===== config.mk =====
export PLATFORM = sky130hd
export DESIGN_NAME = fp_add_norm
export DESIGN_NICKNAME = d
export VERILOG_FILES = /design/src/rtl/fp_add_norm_pkg.sv /design/src/rtl/fp_lzc.sv /design/src/rtl/fp_add_norm.sv
export SDC_FILE = /design/constraint.sdc
export NUM_CORES = 1
export LEC_CHECK = 0
export ABC_AREA = 1
export ABC_CLOCK_PERIOD_IN_PS = 5000
export BUFFER_PORTS_ARGS = -buffer_cell sky130_fd_sc_hd__buf_2
export CORE_MARGIN = 2
export CORE_UTILIZATION = 45
export CTS_BUF_LIST = sky130_fd_sc_hd__clkbuf_8
export DETAILED_ROUTE_END_ITERATION = 12
export GPL_ROUTABILITY_DRIVEN = 0
export PLACE_DENSITY = 0.7
export SLEW_MARGIN = 20
export SYNTH_ARGS = -nofsm -noshare
export SYNTH_HDL_FRONTEND = slang
export SYNTH_SLANG_ARGS = --single-unit

===== constraint.sdc =====
create_clock -name clk -period 5 [get_ports clk]
set_input_delay 0.5 -clock clk [delete_from_list [all_inputs] [get_ports clk]]
set_output_delay 0.5 -clock clk [all_outputs]
set_load 0.005 [all_outputs]

===== src/rtl/fp_add_norm_pkg.sv =====
// Shared constants, result-kind enum and rounding helper for the FP adder back half.
// Pipeline depth FPADD_LAT matches the three register stages in fp_add_norm.
package fp_add_norm_pkg;

    localparam int WEXP_DEF     = 8;
    localparam int WSIG_DEF     = 23;
    localparam int EXTRASIG_DEF = 3;
    localparam int FPADD_LAT    = 3;

    typedef enum logic [1:0] {
        KIND_NORMAL,
        KIND_ZERO,
        KIND_SPECIAL
    } kind_e;

    // Round-to-nearest-even increment decision.
    function automatic logic rne_up(input logic lsb, input logic g, input logic r, input logic s);
        return g & (r | s | lsb);
    endfunction

endpackage


===== src/rtl/fp_lzc.sv =====
// Combinational leading-zero counter; an all-zero input returns W.
module fp_lzc #(
    parameter int W = 28,
    localparam int CW = $clog2(W + 1)
) (
    input  logic [W-1:0]  a,
    output logic [CW-1:0] cnt
);

    // Ascending scan: the highest set bit is the last to overwrite cnt.
    always_comb begin
        cnt = CW'(W);
        for (int i = 0; i < W; i++) begin
            if (a[i]) cnt = CW'(W - 1 - i);
        end
    end

endmodule


===== src/rtl/fp_add_norm.sv =====
// FP adder back half: add/sub aligned mantissas, normalize, round RNE, pack. 3-stage pipeline.
// Define FPADD_FTZ_EN to flush denormal inputs and results to zero.
module fp_add_norm
    import fp_add_norm_pkg::*;
#(
    parameter int WEXP     = WEXP_DEF,
    parameter int WSIG     = WSIG_DEF,
    parameter int EXTRASIG = EXTRASIG_DEF
) (
    input  logic                      clk,
    input  logic                      rst_n,
    input  logic                      in_valid,
    output logic                      in_ready,
    input  logic [WSIG+1:0]           x,
    input  logic [WSIG+EXTRASIG+1:0]  y,
    input  logic [WEXP-1:0]           bigexp,
    input  logic                      sign_big,
    input  logic                      eff_sub,
    output logic                      out_valid,
    input  logic                      out_ready,
    output logic [WEXP+WSIG:0]        result
);

    localparam int WX   = WSIG + 2;
    localparam int WM   = WSIG + EXTRASIG + 3;
    localparam int WN   = WM - 1;
    localparam int WK   = WSIG + 1;
    localparam int WE   = WEXP + 2;
    localparam int WR   = WEXP + WSIG + 1;
    localparam int LZW  = $clog2(WN + 1);
    localparam int GPOS = WN - WK - 1;
    localparam logic [WEXP-1:0] EXP_MAX = '1;

    logic advance;
    assign advance  = ~out_valid | out_ready;
    assign in_ready = advance;

    // ---------------- Stage 1: add / subtract ----------------
    logic [WM-1:0]   sum_c;
    logic [WSIG-1:0] pass_frac_c;

    // NOTE: every always_comb output gets a value on every path, so no latch is inferred.
    always_comb begin
        if (eff_sub) sum_c = {1'b0, x, {EXTRASIG{1'b0}}} - {1'b0, y};
        else         sum_c = {1'b0, x, {EXTRASIG{1'b0}}} + {1'b0, y};
`ifdef FPADD_FTZ_EN
        if (!x[WX-1]) sum_c = '0;
`endif
        pass_frac_c = x[WSIG:1];
        if (pass_frac_c != '0) pass_frac_c[WSIG-1] = 1'b1;
    end

    logic            s1_valid, s1_sign, s1_special;
    logic [WM-1:0]   s1_m;
    logic [WEXP-1:0] s1_exp;
    logic [WSIG-1:0] s1_frac;

    always_ff @(posedge clk or negedge rst_n) begin
        if (!rst_n) begin
            s1_valid   <= 1'b0;
            s1_sign    <= 1'b0;
            s1_special <= 1'b0;
            s1_m       <= '0;
            s1_exp     <= '0;
            s1_frac    <= '0;
        end else if (advance) begin
            // NOTE: state uses non-blocking assignment so all stages shift on the same edge.
            s1_valid   <= in_valid;
            s1_sign    <= sign_big;
            s1_special <= (bigexp == EXP_MAX);
            s1_m       <= sum_c;
            s1_exp     <= bigexp;
            s1_frac    <= pass_frac_c;
        end
    end

    // ---------------- Stage 2: normalize ----------------
    logic [LZW-1:0] lz;

    fp_lzc #(.W(WN)) u_lzc (
        .a   (s1_m[WN-1:0]),
        .cnt (lz)
    );

    logic [WE-1:0] shift_max, shift_c, exp_c;
    logic [WN-1:0] norm_c;
    kind_e         kind_c;

    // Left shift stops at exponent 1; anything still unnormalized there is a denormal.
    always_comb begin
        shift_max = (s1_exp == '0) ? '0 : {2'b00, s1_exp - 1'b1};
        shift_c   = (WE'(lz) < shift_max) ? WE'(lz) : shift_max;
        norm_c    = s1_m[WN-1:0] << shift_c;
        exp_c     = {2'b00, s1_exp} - shift_c;
        if (s1_m[WM-1]) begin
            norm_c    = s1_m[WM-1:1];
            norm_c[0] = s1_m[1] | s1_m[0];
            exp_c     = {2'b00, s1_exp} + WE'(1);
        end
        if (s1_special)        kind_c = KIND_SPECIAL;
        else if (s1_m == '0)   kind_c = KIND_ZERO;
        else                   kind_c = KIND_NORMAL;
    end

    logic            s2_valid, s2_sign;
    logic [WN-1:0]   s2_n;
    logic [WE-1:0]   s2_e;
    kind_e           s2_kind;
    logic [WSIG-1:0] s2_frac;

    always_ff @(posedge clk or negedge rst_n) begin
        if (!rst_n) begin
            s2_valid <= 1'b0;
            s2_sign  <= 1'b0;
            s2_n     <= '0;
            s2_e     <= '0;
            s2_kind  <= KIND_ZERO;
            s2_frac  <= '0;
        end else if (advance) begin
            s2_valid <= s1_valid;
            s2_sign  <= s1_sign;
            s2_n     <= norm_c;
            s2_e     <= exp_c;
            s2_kind  <= kind_c;
            s2_frac  <= s1_frac;
        end
    end

    // ---------------- Stage 3: round and pack ----------------
    logic [WK-1:0] kept;
    logic [WK:0]   rnd;
    logic [WE-1:0] exp_r;
    logic          up, hidden;
    logic [WR-1:0] result_c;

    always_comb begin
        kept   = s2_n[WN-1 -: WK];
        up     = rne_up(kept[0], s2_n[GPOS], s2_n[GPOS-1], |s2_n[GPOS-2:0]);
        rnd    = {1'b0, kept} + {{WK{1'b0}}, up};
        exp_r  = rnd[WK] ? s2_e + WE'(1) : s2_e;
        hidden = rnd[WK] | rnd[WK-1];
        if (!hidden) begin
`ifdef FPADD_FTZ_EN
            result_c = {s2_sign, {(WR-1){1'b0}}};
`else
            result_c = {s2_sign, {WEXP{1'b0}}, rnd[WSIG-1:0]};
`endif
        end else if (exp_r >= {2'b00, EXP_MAX}) begin
            result_c = {s2_sign, EXP_MAX, {WSIG{1'b0}}};
        end else begin
            result_c = {s2_sign, exp_r[WEXP-1:0], rnd[WSIG-1:0]};
        end
        if (s2_kind == KIND_ZERO)    result_c = '0;
        if (s2_kind == KIND_SPECIAL) result_c = {s2_sign, EXP_MAX, s2_frac};
    end

    always_ff @(posedge clk or negedge rst_n) begin
        if (!rst_n) begin
            out_valid <= 1'b0;
            result    <= '0;
        end else if (advance) begin
            out_valid <= s2_valid;
            result    <= result_c;
        end
    end

endmodule


Word level (Yosys, flattened, before mapping)
Index checks and enable logic that the tools add are counted.
- flip-flop bits (word level): 161
- output and inout bits: 34
- logic and storage cells: 79
- $lt $le $gt $ge: 2
- equal/unequal tests: 3
- multiplexer cells: 41
- reductions and logical operators: 4
- add/subtract/negate cells: 7
- bitwise gates (word level): 7
- shift-type cells: 1
- operator list (operator ; count):
    5-bit two-way mux ; 16
    32-bit two-way mux ; 2
    31-bit two-way mux ; 2
    4-bit two-way mux ; 8
    28-bit by 28-bit adder with 29-bit output ; 1
    29-bit zero test ; 1
    29-bit two-way mux ; 1
    28-bit by 28-bit subtractor with 29-bit output ; 1
    28-bit two-way mux ; 1
    28-bit by 8-bit left shift with 28-bit output ; 1
    24-bit by 1-bit adder with 25-bit output ; 1
    23-bit nonzero test ; 1
    10-bit two-way mux ; 2
    8-bit two-way mux ; 2
    3-bit two-way mux ; 4
    10-bit by 1-bit adder with 10-bit output (second input constant) ; 1
    10-bit by 8-bit greater-or-equal comparator with 1-bit output (second input constant) ; 1
    8-bit by 1-bit adder with 9-bit output (second input constant) ; 1
    8-bit by 8-bit subtractor with 9-bit output ; 1
    8-bit equality test (second input constant) ; 1
    8-bit zero test ; 1
    5-bit by 8-bit < comparator with 1-bit output ; 1
    8-bit by 1-bit subtractor with 8-bit output (second input constant) ; 1
    1-bit OR ; 5
    7 further kinds ; 8

Longest topological paths before layout
- depth in word-level cells: 32
- mapped depth: 49

By module
Synthesis repeated with hierarchy kept, for this count alone.
- cells, all modules: 2021
- area total of the unflattened synthesis: 13244.0 um^2
- by module, submodules not included (module ; cells an instance ; times used ; area each (um^2) ; sequential area each (um^2)):
    fp_add_norm ; 1937 ; 1 ; 12844.8 ; 4030.1
    fp_lzc ; 84 ; 1 ; 399.1 ; 0.0

Least setup slack after synthesis
Ideal clock, no wire load.
- kind: register -> register
- start point: register s1_m[1]
- end point: register s2_e[9]
- data arrival time: 3.497 ns
- data required time: 4.869 ns
- path slack: 1.372 ns
- path buffers: 2
- cell stages (with the launch flop): 36
- period minus slack after synthesis: 3.628 ns
- library setup time: 0.131 ns
- cells stage by stage: dfrtp_1 > nor2_1 > inv_1 > a311oi_1 > o311ai_0 > nand3_1 > nand3_1 > nand3_1 > nand3_1 > nand3_1 > nand3_1 > nand3_1 > nand3_1 > nand3_1 > inv_1 > ha_1 > nand2_1 > nand2_1 > nand2_1 > nand2_2 > nand2_4 > nand2_4 > nand2_2 > nand2_2 > buf_6 > buf_6 > ha_1 > inv_1 > ha_1 > inv_1 > nand2_1 > nand4_1 > nand3_1 > nand2_1 > o21ai_1 > o21ai_0
- word-level cells in the longest chain between the ends: 31
- RTL lines (element ; RTL line ; RTL):
    start, declared ; fp_add_norm.sv:54 ; logic [WM-1:0] s1_m;
    start signal, assigned ; fp_add_norm.sv:71 ; s1_m <= sum_c;
    3-bit two-way mux * (3 in series) ; fp_lzc.sv:14 ; if (a[i]) cnt = CW'(W - 1 - i);
    4-bit two-way mux * (8 in series) ; fp_lzc.sv:14 ;
    5-bit two-way mux * (16 in series) ; fp_lzc.sv:14 ;
    5-bit by 8-bit < comparator with 1-bit output ; fp_add_norm.sv:92 ; shift_c = (WE'(lz) < shift_max) ? WE'(lz) : shift_max;
    8-bit two-way mux * ; fp_add_norm.sv:92 ;
    8-bit by 8-bit subtractor with 9-bit output * ; fp_add_norm.sv:94 ; exp_c = {2'b00, s1_exp} - shift_c;
    10-bit two-way mux * ; fp_add_norm.sv:95 ; if (s1_m[WM-1]) begin
    end signal, assigned ; fp_add_norm.sv:123 ; s2_e <= exp_c;
    end, declared ; fp_add_norm.sv:107 ; logic [WE-1:0] s2_e;
Mark *: on every way between the ends. The rest lies on a longest branch, timed or not.
A chain may end at the register's enable or synchronous reset.

Final worst setup path
- start point: register s1_m[13]
- end point: register s2_n[18]
- word-level cells in the longest chain between the ends: 19
- RTL lines (element ; RTL line ; RTL):
    5-bit two-way mux (15 in series) ; fp_lzc.sv:14 ;
    5-bit by 8-bit < comparator with 1-bit output ; fp_add_norm.sv:92 ;
    8-bit two-way mux ; fp_add_norm.sv:92 ;
    28-bit by 8-bit left shift with 28-bit output * ; fp_add_norm.sv:93 ; norm_c = s1_m[WN-1:0] << shift_c;
    28-bit two-way mux * ; fp_add_norm.sv:95 ;
    end signal, assigned ; fp_add_norm.sv:122 ; s2_n <= norm_c;
    end, declared ; fp_add_norm.sv:106 ; logic [WN-1:0] s2_n;
Marked as above.

==> metrics <==
outcome finished clean; routed length per instance 16.2 um; via density per instance 5.59; Worst R2R Start s1_m[13]; Reg2Reg Setup Slack 0.39 ns; Root Buffer clkbuf_8; 1st-iter DRT viols 1523; Ant. Diodes 0; post-DP HPWL 26300 um; Vias 12133; GRT Resource Usage Total 0.255; first-pass GRT wire length 57700 um; Max Freq 0.217 GHz; CTS tree built; WP data required 5.39 ns; fin crit share 0.922; CP endpoint kind register; number of I/O port buffers 100; synthesized area 11900 sq um; H-tree depth 4; EDFF count, synth 0; critical path startpoint category register; final hold violations 0; final antenna-violating net count 0; die height 167 um; critical path data arrival time 5.00 ns; final instance area 13000 sq um; Final min period 4.61 ns; CORE AREA 26000 sq um; largest family of logic cells by synthesized area simple AND/OR/NAND/NOR gates; area delta synth->final 9.44%; unrepaired setup endpoints after global routing false; worst min-delay path class input pin to async pin; Fillers 2630; fin. max-slew vios 0; # DRC 0; Power Dens Cells 519 nW/um^2; main area contributors after synthesis dfrtp_1 (34%), nand2_1 (16%), nand3_1 (9.3%); antenna violations before repair 0; count of cell types in the netlist 53; DR pass1 iterations 7; Peak supply drop 0.000336 V; yosys warns 0; TritonCTS Buffers 17; adder-cell share of the synthesized area 0.0701; placed instance area 12600 sq um; Die ar. 27700 sq um; Setup violations, final 0; area of the multi-input gates 6820 sq um; total power 6760 uW; Post-Synth Simple-Gate Area 0.332; top-area cell type share of the netlist area 0.337; relative slew slack 0.342; post-synthesis compound-gate area fraction 0.140; I/O Pins 101; layout cells sized above 1 0.0948; most numerous cell in the Yosys netlist nand2_1; Clock transition at path regs 0.10 ns; crit path kind register to register; post-CTS setup buffer count 0; Congestion Overflow GR 0; vias in the first global route 11256; Avg Synthesized Cell Area 6.76 sq um; Reg2Reg Depth 15; CP max FO 29; # hold bufs at CTS 0; clk buf depth 2; final WL 35200 um; insertion delay of the later-clocked pin in the worst-skew pair 0.46 ns; Worst Tran Pin Value 0.978 ns; post-synthesis mux area share 0.000842; Max Clock Skew 0.0141 ns; FF-to-FF End s2_n[18]; Post-synth ARST share 1.00; register area 4030 sq um; Synth area leader dfrtp_1; Leak Pwr 0.00672 uW; Yosys reg bits 161; Die Width 167 um; Synth Area in XOR/XNOR 0.0287; largest net degree at the start of global routing 166; MaxCap Viol Count 0; Setup TNS Final 0 ns; Starting Density 0.457; ys flop type dfrtp_1; FP Rows 59; Synth Instances 1758; cts repair resizes 0; Num Clock Sinks 161; Post-synth top cells nand2_1 (511), nand3_1 (220), inv_1 (190), dfrtp_1 (160), nor2_1 (117); nets 1955; Seq/Total Area, Yosys 0.339
[layout make-up]
| cell class | instances | area share |
|---|---|---|
| flip-flops and latches | 161 | 0.310 |
| clock inverters | 13 | 0.00789 |
| clock buffers | 19 | 0.0201 |
| inverters | 195 | 0.0565 |
| well taps | 335 | 0.0322 |
| repair buffers | 117 | 0.0497 |
| multi-input cells | 1330 | 0.524 |
[flip-flops by register name (all words and copies together) (netlist names), 2 cells and up]
name,flops
result,32
s1_m,29
s2_n,28
s1_frac,23
s2_frac,23
s2_e,10
s1_exp,8
s2_kind,2
[how the worst max path moves through the flow]
stage	startpoint	end	slack [ns]
floorplan	s1_m[1]	s2_e[9]	1.37
global placement	s1_m[13]	s2_e[9]	0.37
detailed placement	s1_m[13]	s2_e[9]	0.35
CTS	s1_m[13]	s2_e[9]	0.34
global route	s1_m[1]	s2_e[9]	0.04
finish	s1_m[13]	s2_n[18]	0.39
[per-stage QoR]
step           std cells  hold slack (ns)  utilization  setup WS (ns)
2_1_floorplan       1760            0.204            -           1.37
5_1_grt             2170            0.153        0.501         0.0430
3_5_place_dp        2138            0.452        0.487          0.350
3_3_place_gp        2138            0.444        0.487          0.370
4_1_cts             2170            0.129        0.501          0.344
6_report            2170           0.0867        0.501          0.389
[layer usage]
metal	GRT usage	wire length [um]	part of all wire
met1	0.366	16100	0.46
met2	0.388	15200	0.43
met3	0.0409	2570	0.073
met4	0.0941	1330	0.038
met5	0	0	0
[where the power goes]
part | internal (uW) | leakage, uW | switching [uW]
logic | 1180 | 0.00463 | 2340
registers | 1810 | 0.00192 | 524
clock network | 376 | 0.000173 | 529
total | 3370 | 0.00672 | 3390
[cell families after synthesis]
kind of cell,after synthesis
AOI/OAI and AO/OA,298
and+or+nand+nor,923
adders and majority gates,66
xor gates and xnor gates,39
other,1
muxes,1
DFF,161
buffers and inverters,269
[cell usage in the layout, fill, tap and decap left out, types with 6 or more instances in the layout]
master,Yosys,routed
nand3_1,220,220
nand2_1,511,511
nor2_1,117,116
xor2_1,37,37
inv_1,190,190
nand3b_1,6,6
dfrtp_1,160,160
a22oi_1,13,13
buf_4,3,16
nor3_1,14,14
nor4_1,15,15
nand4_1,22,22
clkbuf_8,0,19
o21ai_0,110,110
a21oi_1,105,105
ha_1,65,65
buf_2,17,99
a31oi_1,33,33
[critical path, stage by stage (launching register included)]
cell and delay, ns:
dfrtp_1 0.52, nor4_1 0.88, a31oi_1 0.31, ha_1 0.38, a21o_1 0.18, inv_1 0.06, nand2_2 0.06, nand2_4 0.10
nand2_4 0.09, nand2_1 0.12, nand2_2 0.32, inv_1 0.79, nand3_1 0.22, nor2_2 0.22, a21oi_1 0.12, a22oi_2 0.17
No activity file was read; power rests on OpenSTA's default activity.
